===== src/rtl/lsu_bus_if.sv =====
// Load/store unit bus interface: IDLE/REQ/DONE handshake with byte-lane formatting.
// Optional misaligned-access trap enabled by defining LSU_MISALIGN_CHK_EN.
module lsu_bus_if (
   input  logic        clk,
   input  logic        rst_n,
   input  logic        mem_rd,
   input  logic        mem_wr,
   input  logic [2:0]  funct3,
   input  logic [31:0] addr,
   input  logic [31:0] wdata,
   output logic [31:0] rdo,
   output logic        stall,
   output logic        bus_req,
   output logic        bus_we,
   output logic [31:0] bus_addr,
   output logic [3:0]  bus_wstrb,
   output logic [31:0] bus_wdata,
   input  logic        bus_ack,
   input  logic [31:0] bus_rdata,
   output logic        misalign
);

   typedef enum logic [1:0] {
      ST_IDLE = 2'd0,
      ST_REQ  = 2'd1,
      ST_DONE = 2'd2
   } state_t;

   state_t      state_r;
   state_t      next_state_s;
   logic        req_s;
   logic        mis_s;
   logic        issue_s;
   logic [3:0]  wstrb_s;
   logic [31:0] wdata_fmt_s;
   logic        load_r;
   logic [2:0]  funct3_r;
   logic [1:0]  off_r;

   function automatic logic [31:0] fmt_load(input logic [2:0] f3, input logic [1:0] off,
                                            input logic [31:0] word);
      logic [7:0]  b;
      logic [15:0] h;
      logic [31:0] r;
      case (off)
         2'b00:   b = word[7:0];
         2'b01:   b = word[15:8];
         2'b10:   b = word[23:16];
         default: b = word[31:24];
      endcase
      h = off[1] ? word[31:16] : word[15:0];
      case (f3)
         3'b000:  r = {{24{b[7]}}, b};
         3'b100:  r = {24'h000000, b};
         3'b001:  r = {{16{h[15]}}, h};
         3'b101:  r = {16'h0000, h};
         default: r = word;
      endcase
      return r;
   endfunction

   // A store wins when both request lines are high.
   assign req_s   = mem_rd | mem_wr;
   assign issue_s = (state_r == ST_IDLE) && req_s && !mis_s;

`ifdef LSU_MISALIGN_CHK_EN
   logic misalign_r;

   assign mis_s = ((funct3[1:0] == 2'b01) && addr[0]) ||
                  ((funct3[1:0] == 2'b10) && (addr[1:0] != 2'b00));

   // Misalign flag is high only during the DONE cycle that follows a trapped request.
   always_ff @(posedge clk or negedge rst_n) begin
      if (!rst_n) begin
         misalign_r <= 1'b0;
      end else begin
         misalign_r <= (state_r == ST_IDLE) && req_s && mis_s;
      end
   end

   assign misalign = misalign_r;
`else
   assign mis_s    = 1'b0;
   assign misalign = 1'b0;
`endif

   // Store lane steering: byte/half replicated, strobes select the addressed lanes.
   always_comb begin
      wstrb_s     = 4'b0000;
      wdata_fmt_s = wdata;
      case (funct3[1:0])
         2'b00: begin
            wstrb_s     = 4'b0001 << addr[1:0];
            wdata_fmt_s = {4{wdata[7:0]}};
         end
         2'b01: begin
            wstrb_s     = 4'b0011 << {addr[1], 1'b0};
            wdata_fmt_s = {2{wdata[15:0]}};
         end
         default: begin
            wstrb_s     = 4'b1111;
            wdata_fmt_s = wdata;
         end
      endcase
   end

   // State register.
   always_ff @(posedge clk or negedge rst_n) begin
      if (!rst_n) begin
         state_r <= ST_IDLE;
      end else begin
         state_r <= next_state_s;
      end
   end

   // Next-state decode; DONE always returns to IDLE so a held request is not re-issued.
   always_comb begin
      next_state_s = state_r;
      case (state_r)
         ST_IDLE: begin
            if (req_s) begin
               if (mis_s) begin
                  next_state_s = ST_DONE;
               end else begin
                  next_state_s = ST_REQ;
               end
            end else begin
               next_state_s = ST_IDLE;
            end
         end
         ST_REQ: begin
            if (bus_ack) begin
               next_state_s = ST_DONE;
            end else begin
               next_state_s = ST_REQ;
            end
         end
         ST_DONE: next_state_s = ST_IDLE;
         default: next_state_s = ST_IDLE;
      endcase
   end

   // Stall output decode.
   always_comb begin
      stall = 1'b0;
      case (state_r)
         ST_IDLE: stall = req_s;
         ST_REQ:  stall = 1'b1;
         ST_DONE: stall = 1'b0;
         default: stall = 1'b0;
      endcase
   end

   // Bus launch on issue, load data capture on the acknowledged REQ edge.
   always_ff @(posedge clk or negedge rst_n) begin
      if (!rst_n) begin
         rdo       <= 32'h0000_0000;
         bus_req   <= 1'b0;
         bus_we    <= 1'b0;
         bus_addr  <= 32'h0000_0000;
         bus_wstrb <= 4'b0000;
         bus_wdata <= 32'h0000_0000;
         load_r    <= 1'b0;
         funct3_r  <= 3'b000;
         off_r     <= 2'b00;
      end else if (issue_s) begin
         bus_req   <= 1'b1;
         bus_we    <= mem_wr;
         bus_addr  <= {addr[31:2], 2'b00};
         bus_wstrb <= mem_wr ? wstrb_s : 4'b0000;
         bus_wdata <= wdata_fmt_s;
         load_r    <= ~mem_wr;
         funct3_r  <= funct3;
         off_r     <= addr[1:0];
      end else if ((state_r == ST_REQ) && bus_ack) begin
         bus_req <= 1'b0;
         if (load_r) begin
            rdo <= fmt_load(funct3_r, off_r, bus_rdata);
         end
      end
   end

endmodule


===== config.mk =====
export PLATFORM = sky130hd
export DESIGN_NAME = lsu_bus_if
export DESIGN_NICKNAME = d
export VERILOG_FILES = /design/src/rtl/lsu_bus_if.sv
export SDC_FILE = /design/constraint.sdc
export NUM_CORES = 1
export LEC_CHECK = 0
export ABC_AREA = 1
export ABC_CLOCK_PERIOD_IN_PS = 1300
export BUFFER_PORTS_ARGS = -buffer_cell sky130_fd_sc_hd__buf_4
export CAP_MARGIN = 5
export CORE_MARGIN = 5
export CORE_UTILIZATION = 25
export CTS_BUF_LIST = sky130_fd_sc_hd__clkbuf_2 sky130_fd_sc_hd__clkbuf_4 sky130_fd_sc_hd__clkbuf_8
export CTS_CLUSTER_SIZE = 40
export DETAILED_ROUTE_END_ITERATION = 16
export MAX_ROUTING_LAYER = met4
export SLEW_MARGIN = 10
export SYNTH_ARGS = -nofsm -noshare
export SYNTH_HDL_FRONTEND = slang
export SYNTH_SLANG_ARGS = --single-unit

===== constraint.sdc =====
create_clock -name clk -period 1.3 [get_ports clk]
set_input_delay 0.26 -clock clk [delete_from_list [all_inputs] [get_ports clk]]
set_output_delay 0.26 -clock clk [all_outputs]
set_load 0.05 [all_outputs]

* Yosys cells after proc, flatten, opt, wreduce, memory -nomap -nowiden
Cells that the tools add are included.
** Word-level totals
- Word-level logic and storage cells :: 42
- Output and inout bits :: 104
- Flip-flop bits (word level) :: 108
- Bits of input ports :: 104
** Operators by class
- Shifts and indexed selects :: 2
- Multiplexer cells :: 12
- Bitwise operators :: 3
- Reductions and logical operators :: 8
- Equality and inequality tests :: 7
** Operator list (count)
- one-hot mux 32 bit (4 select lines) :: 1
- one-hot mux 32 bit (2 select lines) :: 1
- one-hot mux 8 bit (3 select lines) :: 1
- 2-to-1 mux 16 bit :: 1
- one-hot mux 4 bit (2 select lines) :: 1
- == test 2 x 1 -> 1 bit (second input constant) :: 3
- == test 3 bit (second input constant) :: 2
- logical NOT 2 bit :: 3
- 2-to-1 mux 4 bit :: 1
- one-hot mux 2 bit (2 select lines) :: 1
- left shift 1 x 2 -> 4 bit (first input constant) :: 1
- left shift 2 x 2 -> 4 bit (first input constant) :: 1
- == test 3 x 1 -> 1 bit (second input constant) :: 1
- logical NOT 3 bit :: 1
- 2-to-1 mux 1 bit :: 3
- AND reduction 3 bit :: 1
- == test 2 bit (second input constant) :: 1
- logical AND 1 bit :: 2
- 2-to-1 mux 2 bit :: 1
- inverter 1 bit :: 2
- one-hot mux 1 bit (2 select lines) :: 1
- nonzero test 2 bit :: 1
- OR 1 bit :: 1

* Longest topological paths before layout
- Word-level depth :: 4
- Gate-level depth with buffers :: 8
- Depth with buffers taken out :: 8

* Least setup slack after synthesis
Ideal clock, no wire load.
- Path kind :: flip-flop to output port
- From :: register state_r[1]
- To :: output port stall
- Slack :: -196 ps
- Data required time :: 1040 ps
- Stages on the path, launching flop included :: 6
- Arrival :: 1236 ps
- Buffers on the path :: 2
- Cell sequence :: dfrtp_1 -> nor2_1 -> nand2_1 -> buf_2 -> buf_2 -> nand2_1
** Between the ends
- Word-level cells in the longest chain between the ends :: 2
- Elaborated cells on any way between the ends :: 3
- Those cells by class :: eq/ne: 1; mux: 1; reduce/logical: 1
** Ends and longest elaborated chain
- start, declared :: RTL line 29 : state_t state_r;
- start signal, assigned :: RTL line 112 : state_r <= next_state_s;
- == test 2 x 1 -> 1 bit / logical NOT 2 bit (equally long branches) :: RTL line 146 : case (state_r)
- one-hot mux 1 bit (2 select lines) (*) :: RTL line 146
- end, declared :: RTL line 12 : output logic stall,
Mark *: on every way between the ends. The rest lies on a longest branch, timed or not.

* Worst setup path in the final report
Ends and elaborated chain as after synthesis.

==> impl_metrics.xml <==
<?xml version="1.0" encoding="UTF-8"?>
<metrics>
  <group name="cts">
    <metric name="clk_pin_slew" unit="ns">0.10</metric>
    <metric name="cts.htree.levels" unit="">3</metric>
    <metric name="cts.sinks" unit="">108</metric>
    <metric name="clock_insertion_delay_worst_skew" unit="ns">0.38</metric>
    <metric name="ctsRootBufferMaster" unit="">clkbuf_8</metric>
    <metric name="cts_tree" unit="">built</metric>
    <metric name="tritoncts.num_buffers" unit="">9</metric>
    <metric name="clock_path_buffers" unit="">2</metric>
  </group>
  <group name="floorplan">
    <metric name="initial_utilization" unit="">0.252</metric>
    <metric name="std_cell_rows" unit="">52</metric>
    <metric name="die_height" unit="um">152</metric>
    <metric name="floorplan.io_pins" unit="">208</metric>
    <metric name="die-width" unit="um">152</metric>
    <metric name="core_region_area" unit="um^2">20100</metric>
    <metric name="design.die.area" unit="um^2">23200</metric>
  </group>
  <group name="worst_hold_path">
    <metric name="holdCritStartpoint" unit="">addr[12]</metric>
    <metric name="min_path_type" unit="">in -&gt; reg</metric>
  </group>
  <group name="placed_design">
    <metric name="place.port_buffers" unit="">204</metric>
    <metric name="globalplace.congestion" unit="">0.887</metric>
    <metric name="dp_hpwl" unit="um">12100</metric>
    <metric name="post-place-ws" unit="ns">-0.0783</metric>
    <metric name="postPlaceCellArea" unit="um^2">7110</metric>
  </group>
  <group name="route">
    <metric name="drc" unit="">0</metric>
    <metric name="antenna_violating_nets_post_route" unit="">0</metric>
    <metric name="route.vias.total" unit="">5017</metric>
    <metric name="drt_pre_antenna_iters" unit="">5</metric>
    <metric name="post_drt_wl_per_cell" unit="um">15.1</metric>
    <metric name="via_per_inst" unit="">4.34</metric>
    <metric name="dr.first_iter.drc_count" unit="">288</metric>
    <metric name="total_wire_length_after_detailed_routing" unit="um">17400</metric>
  </group>
  <group name="logic_synthesis">
    <metric name="synth_seq_cells" unit="">108</metric>
    <metric name="ys_types" unit="">23</metric>
    <metric name="yosysMostFrequentCell" unit="">nand2_1</metric>
    <metric name="post_synth_inst_count" unit="">641</metric>
    <metric name="synth_edf_count" unit="">0</metric>
    <metric name="ys_top_cells_by_count" unit="">254 x nand2_1, 108 x dfrtp_1, 62 x a21oi_1</metric>
    <metric name="asyncSetResetFlopFracSynth" unit="">1.00</metric>
    <metric name="ys.flop_type" unit="">dfrtp_1</metric>
    <metric name="ys_seq_area_frac" unit="">0.533</metric>
    <metric name="synthTopCellsByArea" unit="">dfrtp_1 53%, nand2_1 19%, a21oi_1 6.1%</metric>
    <metric name="netlist.area_leader.share" unit="">0.533</metric>
    <metric name="total_number_of_yosys_warnings" unit="">0</metric>
    <metric name="synthDominantAreaCellType" unit="">dfrtp_1</metric>
    <metric name="avgSynthCellArea" unit="um^2">7.91</metric>
    <metric name="post_synth_instance_area" unit="um^2">5070</metric>
  </group>
  <group name="global_route">
    <metric name="vias_in_the_first_global_route" unit="">4724</metric>
    <metric name="grt_antenna_before_repair" unit="">0</metric>
    <metric name="grt_first_pass_wirelength" unit="um">25400</metric>
    <metric name="grt_remaining_overflow" unit="">0</metric>
    <metric name="gr-usage-all-layers" unit="">0.140</metric>
    <metric name="grt_max_degree" unit="">72</metric>
  </group>
  <group name="worst_setup_path">
    <metric name="crit_family" unit="">flip-flops</metric>
    <metric name="setup.worst_path.start_class" unit="">flop</metric>
    <metric name="crit_start" unit="">state_r[1]$_DFF_PN0_</metric>
    <metric name="worst_r2r_startpoint" unit="">state_r[1]$_DFF_PN0_</metric>
    <metric name="worst_ep_arrival_time" unit="ns">1.23</metric>
    <metric name="setup.worst_path.end_class" unit="">output port</metric>
    <metric name="path_class" unit="">reg -&gt; out</metric>
    <metric name="crit_path_top_delay_cell" unit="">dfrtp_1</metric>
    <metric name="critical_path.max_fanout" unit="">3</metric>
    <metric name="cp_slowest_stage_delay" unit="ns">0.43</metric>
    <metric name="critical_path.most_common_cell" unit="">nand2_4</metric>
    <metric name="required" unit="ns">1.04</metric>
    <metric name="worstPathBufferInverterCount" unit="">3</metric>
    <metric name="crit_chain" unit="">buf_6, inv_4, nand2_4, nand2_4, buf_8</metric>
  </group>
  <group name="timing">
    <metric name="max_clock_freq" unit="MHz">670</metric>
    <metric name="total_count_of_hold_check_failures_in_the_final_report" unit="">0</metric>
    <metric name="grt_setup_unrepaired" unit="">yes</metric>
    <metric name="maxSlewViolCount" unit="">0</metric>
    <metric name="timing.final.crit_share" unit="">1.15</metric>
    <metric name="final.setup.worst_slack" unit="ns">-0.194</metric>
    <metric name="timing.final.crit_period" unit="ns">1.49</metric>
    <metric name="fin_worst_skew" unit="ns">0.0130</metric>
    <metric name="setup_viol_count_final" unit="">48</metric>
  </group>
  <group name="power_and_ir_drop">
    <metric name="ir_worst_vdd" unit="mV">1.51</metric>
    <metric name="static-leakage-power" unit="uW">0.00422</metric>
    <metric name="power_per_cell_area" unit="nW/um^2">2990</metric>
  </group>
  <group name="run_status">
    <metric name="status" unit="">finished, violations left</metric>
    <metric name="violations" unit="">negative setup slack</metric>
  </group>
  <group name="run">
    <metric name="maxCapViolations" unit="">0</metric>
  </group>
  <group name="cells_and_area">
    <metric name="fillers" unit="">2100</metric>
    <metric name="total_nets_final" unit="">984</metric>
    <metric name="area_delta_synth_final" unit="%">60.1</metric>
    <metric name="drive_above_1_share" unit="">0.428</metric>
    <metric name="final_area" unit="um^2">8120</metric>
    <metric name="num_antenna_cells" unit="">0</metric>
  </group>
</metrics>
## worst reg2reg max path: cells and delay by family (launching register included)
family                 cells  cell delay (ns)
AO/OA/AOI/OAI              1             0.12
buffers and inverters      3             0.39
flip-flops                 1             0.43
AND/OR/NAND/NOR            4             0.43
## metrics by stage
step           hold WS [ns]   util  instances  power, uW  setup TNS (ns)
2_1_floorplan       -0.0356      -        643      15000               0
3_3_place_gp          0.329  0.353       1115      19500           -1.98
3_5_place_dp          0.327  0.353       1115      19500           -2.31
4_1_cts              0.0223  0.372       1137      22500           -4.34
5_1_grt              0.0375  0.404       1155      25700           -6.14
6_report             0.0689  0.404       1155      24200           -3.06
## where the power goes
part / switching [uW] / total [uW] / internal (uW)
registers: 1160 / 6150 / 4990
clock network: 1190 / 2490 / 1300
logic: 9980 / 15600 / 5620
## logic make-up after synthesis
logic type / share of synthesized area
AND/OR/NAND/NOR: 0.266
AO/OA/AOI/OAI: 0.123
flip-flops: 0.533
buffers and inverters: 0.0775
other: 0.000740
## cells in the final DEF (no fill, tap or decap), drive strengths merged, types with 5 or more instances in the layout
cell type,instances
a21oi,62
buf,258
clkbuf,14
dfrtp,108
inv,47
nand2,255
nand3,34
nor2,15
o211ai,5
o21ai,52
or2,20
## routing by layer
metal	track usage	vias to the layer above	wire length [um]
li1	-	2497	-
met1	0.189	2326	7860
met2	0.206	179	8100
met3	0.0409	15	1250
met4	0.0360	0	219
met5	-	-	0
## sequential cells by signal (all words and copies together), names as in the netlist
register   flops
off_r          2
funct3_r       3
state_r        2
rdo           32
bus_we         1
bus_wdata     32
bus_wstrb      4
bus_req        1
bus_addr      30
load_r         1
## area by class of cell
| type | count | area [um^2] | area share |
|---|---|---|---|
| Clock buffer | 10 | 131 | 0.0162 |
| Clock inverter | 6 | 113 | 0.0139 |
| Inverter | 48 | 203 | 0.0250 |
| Multi-Input combinational cell | 449 | 2260 | 0.279 |
| Sequential cell | 108 | 2710 | 0.333 |
| Tap cell | 270 | 338 | 0.0416 |
| Timing Repair Buffer | 263 | 2360 | 0.290 |
| Timing Repair inverter | 1 | 7.51 | 0.000925 |
## worst paths after layout
kind	to	slack (ns)	cells past startpoint
worst min-delay path	bus_addr[12]$_DFFE_PN0P_	0.07	3
max in group asynchronous	bus_wdata[4]$_DFFE_PN0P_	0.43	3
min in group asynchronous	rdo[10]$_DFFE_PN0P_	0.43	3
worst min register to register	rdo[2]$_DFFE_PN0P_	0.49	2
worst max register to register	rdo[19]$_DFFE_PN0P_	-0.13	8
worst max-delay path	stall	-0.19	5
## timing repair
| item | 4_1_cts | 5_1_grt |
|---|---|---|
| resized for setup | 20 | 143 |
| hold endpoints to repair | 108 | 0 |
| hold buffers | 1 | 0 |
| setup endpoints to repair | 40 | 97 |
| cloned | 2 | 8 |
| pin swaps | 3 | 15 |
| setup buffers | 3 | 11 |
Note: power is estimated with default switching activity, not from simulation.
